[config.mk]
export PLATFORM = sky130hd
export DESIGN_NAME = module_bin2bcd
export DESIGN_NICKNAME = d
export VERILOG_FILES = /design/src/rtl/bin2bcd_pkg.sv /design/src/rtl/module_bcd_digit_adj.sv /design/src/rtl/module_bin2bcd.sv
export SDC_FILE = /design/constraint.sdc
export NUM_CORES = 1
export LEC_CHECK = 0
export CAP_MARGIN = 10
export CELL_PAD_IN_SITES_DETAIL_PLACEMENT = 0
export CELL_PAD_IN_SITES_GLOBAL_PLACEMENT = 2
export CORE_MARGIN = 4
export CORE_UTILIZATION = 34
export CTS_CLUSTER_DIAMETER = 200
export CTS_CLUSTER_SIZE = 20
export DETAILED_ROUTE_END_ITERATION = 8
export PLACE_DENSITY = 0.81
export SETUP_SLACK_MARGIN = 0.1
export SLEW_MARGIN = 20
export SYNTH_ARGS = -nofsm -noshare
export SYNTH_HDL_FRONTEND = slang
export SYNTH_SLANG_ARGS = --single-unit
export TNS_END_PERCENT = 50
[constraint.sdc]
create_clock -name clk -period 2.3 [get_ports clk]
set_clock_uncertainty 0.15 [all_clocks]
set_input_delay 0.23 -clock clk [delete_from_list [all_inputs] [get_ports clk]]
set_output_delay 0.23 -clock clk [all_outputs]
set_load 0.005 [all_outputs]
[src/rtl/bin2bcd_pkg.sv]
// Shared types and constants for the binary-to-BCD converter.
// Holds the FSM state encoding, the default range limit and the fixed
// codes loaded for out-of-range inputs.
package bin2bcd_pkg;

  typedef enum logic [1:0] {
    IDLE  = 2'd0,
    SHIFT = 2'd1,
    LOAD  = 2'd2
  } state_e;

  localparam int          BCD_MAX_DEFAULT = 9999;
  localparam logic [15:0] BCD_ERR         = 16'hEEEE;
  localparam logic [15:0] BCD_SAT         = 16'h9999;
  localparam int          NDIG            = 4;

endpackage

[src/rtl/module_bcd_digit_adj.sv]
// Double-dabble digit correction: a BCD nibble of 5 or more gets +3 so that
// the following left shift carries correctly into the next decade.
// The result never exceeds 4'hC, so a plain 4-bit add is sufficient.
module module_bcd_digit_adj (
  input  logic [3:0] digit_i,
  output logic [3:0] digit_o
);

  assign digit_o = (digit_i >= 4'd5) ? (digit_i + 4'd3) : digit_i;

endmodule

[src/rtl/module_bin2bcd.sv]
// Sequential binary-to-BCD converter (shift-add-3, one input bit per clock).
// Feeds the display controller; bcd and ovf only change when a conversion
// completes, so the display never shows intermediate digits.
// Build option: define BIN2BCD_SATURATE_EN to load 16'h9999 for out-of-range
// inputs instead of the 16'hEEEE error pattern.
module module_bin2bcd
  import bin2bcd_pkg::*;
#(
  parameter int IN_WIDTH = 14,
  parameter int BCD_MAX  = BCD_MAX_DEFAULT
) (
  input  logic                clk,
  input  logic                rst,
  input  logic                start,
  input  logic [IN_WIDTH-1:0] bin_in,
  output logic [15:0]         bcd,
  output logic                busy,
  output logic                done,
  output logic                ovf
);

  localparam int CNT_W = $clog2(IN_WIDTH + 1);

`ifdef BIN2BCD_SATURATE_EN
  localparam logic [15:0] OOR_CODE = BCD_SAT;
`else
  localparam logic [15:0] OOR_CODE = BCD_ERR;
`endif

  state_e              state_q,   state_d;
  logic [IN_WIDTH-1:0] shreg_q,   shreg_d;
  logic [15:0]         scratch_q, scratch_d;
  logic [CNT_W-1:0]    cnt_q,     cnt_d;
  logic                range_q,   range_d;
  logic [15:0]         bcd_q,     bcd_d;
  logic                done_q,    done_d;
  logic                ovf_q,     ovf_d;

  logic [15:0]         adj;
  logic [31:0]         binExt;
  logic                outOfRange;

  // Zero-extend the input so the range test works for any IN_WIDTH.
  assign binExt     = 32'(bin_in);
  assign outOfRange = (binExt > $unsigned(BCD_MAX));

  // Four independent nibble correctors on the scratch register.
  for (genvar g = 0; g < NDIG; g++) begin : gDigit
    module_bcd_digit_adj uAdj (
      .digit_i(scratch_q[4*g +: 4]),
      .digit_o(adj[4*g +: 4])
    );
  end

  // Next-state and datapath: capture in IDLE, adjust-and-shift in SHIFT,
  // publish the result in LOAD.
  always_comb begin
    state_d   = state_q;
    shreg_d   = shreg_q;
    scratch_d = scratch_q;
    cnt_d     = cnt_q;
    range_d   = range_q;
    bcd_d     = bcd_q;
    ovf_d     = ovf_q;
    done_d    = 1'b0;
    busy      = 1'b0;
    case (state_q)
      IDLE: begin
        if (start) begin
          shreg_d   = bin_in;
          scratch_d = '0;
          range_d   = outOfRange;
          cnt_d     = CNT_W'(IN_WIDTH);
          state_d   = SHIFT;
        end
      end
      SHIFT: begin
        busy                 = 1'b1;
        {scratch_d, shreg_d} = {adj, shreg_q} << 1;
        cnt_d                = cnt_q - CNT_W'(1);
        if (cnt_q == CNT_W'(1)) begin
          state_d = LOAD;
        end
      end
      LOAD: begin
        bcd_d   = range_q ? OOR_CODE : scratch_q;
        ovf_d   = range_q;
        done_d  = 1'b1;
        state_d = IDLE;
      end
      default: begin
        state_d = IDLE;
      end
    endcase
  end

  // State and data registers; reset discards any conversion in flight.
  always_ff @(posedge clk or posedge rst) begin
    if (rst) begin
      state_q   <= IDLE;
      shreg_q   <= '0;
      scratch_q <= '0;
      cnt_q     <= '0;
      range_q   <= 1'b0;
      bcd_q     <= '0;
      done_q    <= 1'b0;
      ovf_q     <= 1'b0;
    end else begin
      state_q   <= state_d;
      shreg_q   <= shreg_d;
      scratch_q <= scratch_d;
      cnt_q     <= cnt_d;
      range_q   <= range_d;
      bcd_q     <= bcd_d;
      done_q    <= done_d;
      ovf_q     <= ovf_d;
    end
  end

  assign bcd  = bcd_q;
  assign done = done_q;
  assign ovf  = ovf_q;

endmodule

==> metrics.md <==
| Metric | Value |
|---|---|
| Internal power | 2.27 mW |
| Row count | 31 |
| Pre-CTS WS | 0.506 ns |
| Placeable Area | 7410 um2 |
| Main synth FF type | dfrtp_1 |
| Achievable clock frequency | 0.509 GHz |
| Switching pwr | 1.41 mW |
| Largest net degree at the start of global routing | 56 |
| Register area | 1380 um2 |
| Initial detailed-routing violation count | 50 |
| DR vias/cell | 4.89 |
| Met3 usage | 0.0271 |
| Final net count | 337 |
| Longest Clk Path Bufs | 2 |
| Setup Fix Bufs, Post-CTS | 0 |
| Die height | 96.4 um |
| Slew HR | 0.551 |
| Starting Density | 0.359 |
| First-pass DRT Iterations | 4 |
| Final setup violating endpoints | 0 |
| Worst R2R Start | scratch_q[8] |
| Multi-input gate area | 1130 um2 |
| Post-synth ARST share | 1.00 |
| Final Slew Violations | 0 |
| Hold-fix buffers, CTS | 0 |
| Combinational Power Share | 0.419 |
| RSZ-0062 raised after global routing | no |
| CTS H-tree lvls | 2 |
| Detailed-route via count | 2,005 |
| Cell chain of the critical path | nand2b_2, inv_2, clkdlybuf4s50_1 |
| Number of port buffers | 35 |
| Max IR drop VDD | 0.446 mV |
| Critical path peak fanout | 10 |
| Cts bufs inserted | 5 |
| Most Crowded Layer GR | met2 |
| I/O pin cnt | 36 |
| M1 GR Usage | 0.162 |
| PD cells | 1150 nW/um2 |
| Routed length per instance | 13.3 um |
| Clock share of power | 0.140 |
| Post-route cell area | 3190 um2 |
| Clock insertion delay at the later pin of the skew report | 0.30 ns |
| Post-synth EDFFs | 0 |
| Kind of critical path | flip-flop to primary output |
| Setup TNS Final | 0 ns |
| Register area share after synthesis | 0.518 |
| Post-Syn Nets | 303 |
| ANT nets after route | 0 |
| Top delay family on crit path | buffers and inverters |
| Area delta synth->final | 19.9% |
| GRT Total Usage | 0.127 |
| Final hold vios | 0 |
| Die W | 96.4 um |
| Gpl congestion | 0.738 |
| Ranking of synthesized cells by area | dfrtp_1 (52%), o21ai_0 (7.3%), nand2_1 (7.2%), ha_1 (4.7%), a21oi_1 (2.6%) |
| Switch share | 0.384 |
| Worst-Margin Slew | 0.673 ns |
| Pleak | 1.40 nW |
| Grt ovf | 0 |
| Worst path slowest cell | clkdlybuf4s50_1 |
| Worst-path clk slew | 0.09 ns |
| Min-Delay Path Class | input port to async pin |
| Cell taking the most area after synthesis | dfrtp_1 |
| Vias in the first global route | 1,982 |
| CTS tree | done |
| CTS root buffer | clkbuf_8 |
| Flip-flop and latch count after synthesis | 55 |
| Crit path time final | 1.97 ns |
| Met2 usage | 0.215 |
| Initial antenna violation count | 0 |
| DRC | 0 |
| # diodes | 0 |
| Netlist cell types | 33 |
| Syn Area/Cell | 9.63 um2 |
| Max-cap violations | 0 |
| CP required | 1.92 ns |
| Dpl cell area | 3110 um2 |
| Final worst slack | 0.334 ns |
| DRT Wirelength | 5.47 mm |
| Final core utilization | 0.430 |
| Final total power | 3.68 mW |
| Fillers | 740 |
| Period utilisation layout | 0.855 |
| CP arrival | 1.59 ns |
| Syn Inst Count | 276 |
| Sequential share of power | 0.441 |
| Worst Setup End Kind | primary output |
| Origin of the worst setup path | state_q[1] |
| DP HPWL | 3.74 mm |
| Share of cells above drive strength 1 | 0.0900 |
| Die ar. | 9300 um2 |
| Post-cts sizing count | 0 |
| Syn. warnings | 0 |
| CP startpoint kind | flip-flop |
| Mapped Area | 2660 um2 |
| Top-area cell type share of the netlist area | 0.518 |
| CP bufs+invs | 2 |
| Status | finished clean |
| Num Clock Sinks | 55 |
| First-pass GRT wire length | 9.25 mm |
| Critical Path Max Stage Delay | 0.54 ns |
-- cells by family after synthesis --
family / count (synthesis) / share of synthesized area
flops: 55 / 0.518
compound gates: 80 / 0.184
simple gates: 96 / 0.174
xor+xnor: 5 / 0.0165
fa+ha+maj: 10 / 0.0471
mux: 1 / 0.00423
buf+inv: 29 / 0.0560
-- per-stage QoR --
step                hold slack, ns  instances
floorplan                    0.221        276
global placement             0.311        402
detailed placement           0.320        402
CTS                          0.160        410
global route                 0.197        410
finish                       0.144        410
-- synthesized netlist by cell type (3+ instances only) --
cell and count:
nand2b_1 6, inv_1 12, o21ai_0 39, nor2_1 18, xnor2_1 4, buf_2 8, nand3_1 5, clkbuf_1 3
a22oi_1 8, a21oi_1 14, o311ai_1 3, dfrtp_1 55, ha_1 10, a22o_1 5, nand2_1 51, buf_6 3
o31ai_1 5, and3b_2 6
-- path summary, 6_finish.rpt --
check | end | depth (start not counted) | slack, ns
worst min-delay path | bcd[8] | 3 | 0.14
min in group clk | bcd[9] | 2 | 0.33
worst max-delay path | busy | 3 | 0.33
worst min register to register | bcd[9] | 2 | 0.33
max in group asynchronous | shreg_q[12] | 3 | 1.60
worst max register to register | scratch_q[9] | 6 | 0.64
-- sequential cells by signal (all words and copies together) (netlist names) --
name / flops
bcd: 16
cnt_q: 4
scratch_q: 16
ovf: 1
range_q: 1
state_q: 2
done: 1
shreg_q: 14
-- layer usage --
layer	vias up	routed length (um)
met2	41	2610
met1	941	2590
met4	0	76
li1	1014	-
met5	-	0
met3	9	199
-- area by class of cell --
| class | count | share of cell area |
|---|---|---|
| flip-flops and latches | 55 | 0.432 |
| multi-input cells | 192 | 0.356 |
| repair buffers | 43 | 0.133 |
| well taps | 99 | 0.0389 |
| clock buffers | 7 | 0.0239 |
| inverters | 13 | 0.0153 |
| clock inverters | 1 | 0.00157 |
-- power groups by stage --
stage | combinational (mW) | sequential, mW | clock (mW)
3_5_place_dp | 1.57 | 1.65 | 0
4_1_cts | 1.57 | 1.63 | 0.542
2_1_floorplan | 1.16 | 1.54 | 0
6_report | 1.54 | 1.62 | 0.515
5_1_grt | 1.78 | 1.68 | 0.566
3_3_place_gp | 1.54 | 1.65 | 0
-- worst register-to-register path: cells and delay by family (launching register included) --
kind / cells / cell delay, ns
fa+ha+maj: 1 / 0.21
buf+inv: 1 / 0.13
xor+xnor: 1 / 0.16
flops: 1 / 0.42
compound gates: 2 / 0.41
simple gates: 1 / 0.07
-- layout by cell type (no fill, tap or decap), drive strengths merged, types with 2 or more instances in the layout --
cell type and instances:
dfrtp 55, nand2 51, o21ai 40, clkdlybuf4s50 35, nor2 18, a21oi 14
inv 13, ha 10, a22oi 8, buf 8, nand2b 7, clkbuf 7
and3b 6, a22o 6, nand3 5, o31ai 5, o311ai 5, xnor2 4
nor2b 2, nor4 2, and3 2, nor3b 2
Note: power is estimated with default switching activity, not from simulation.
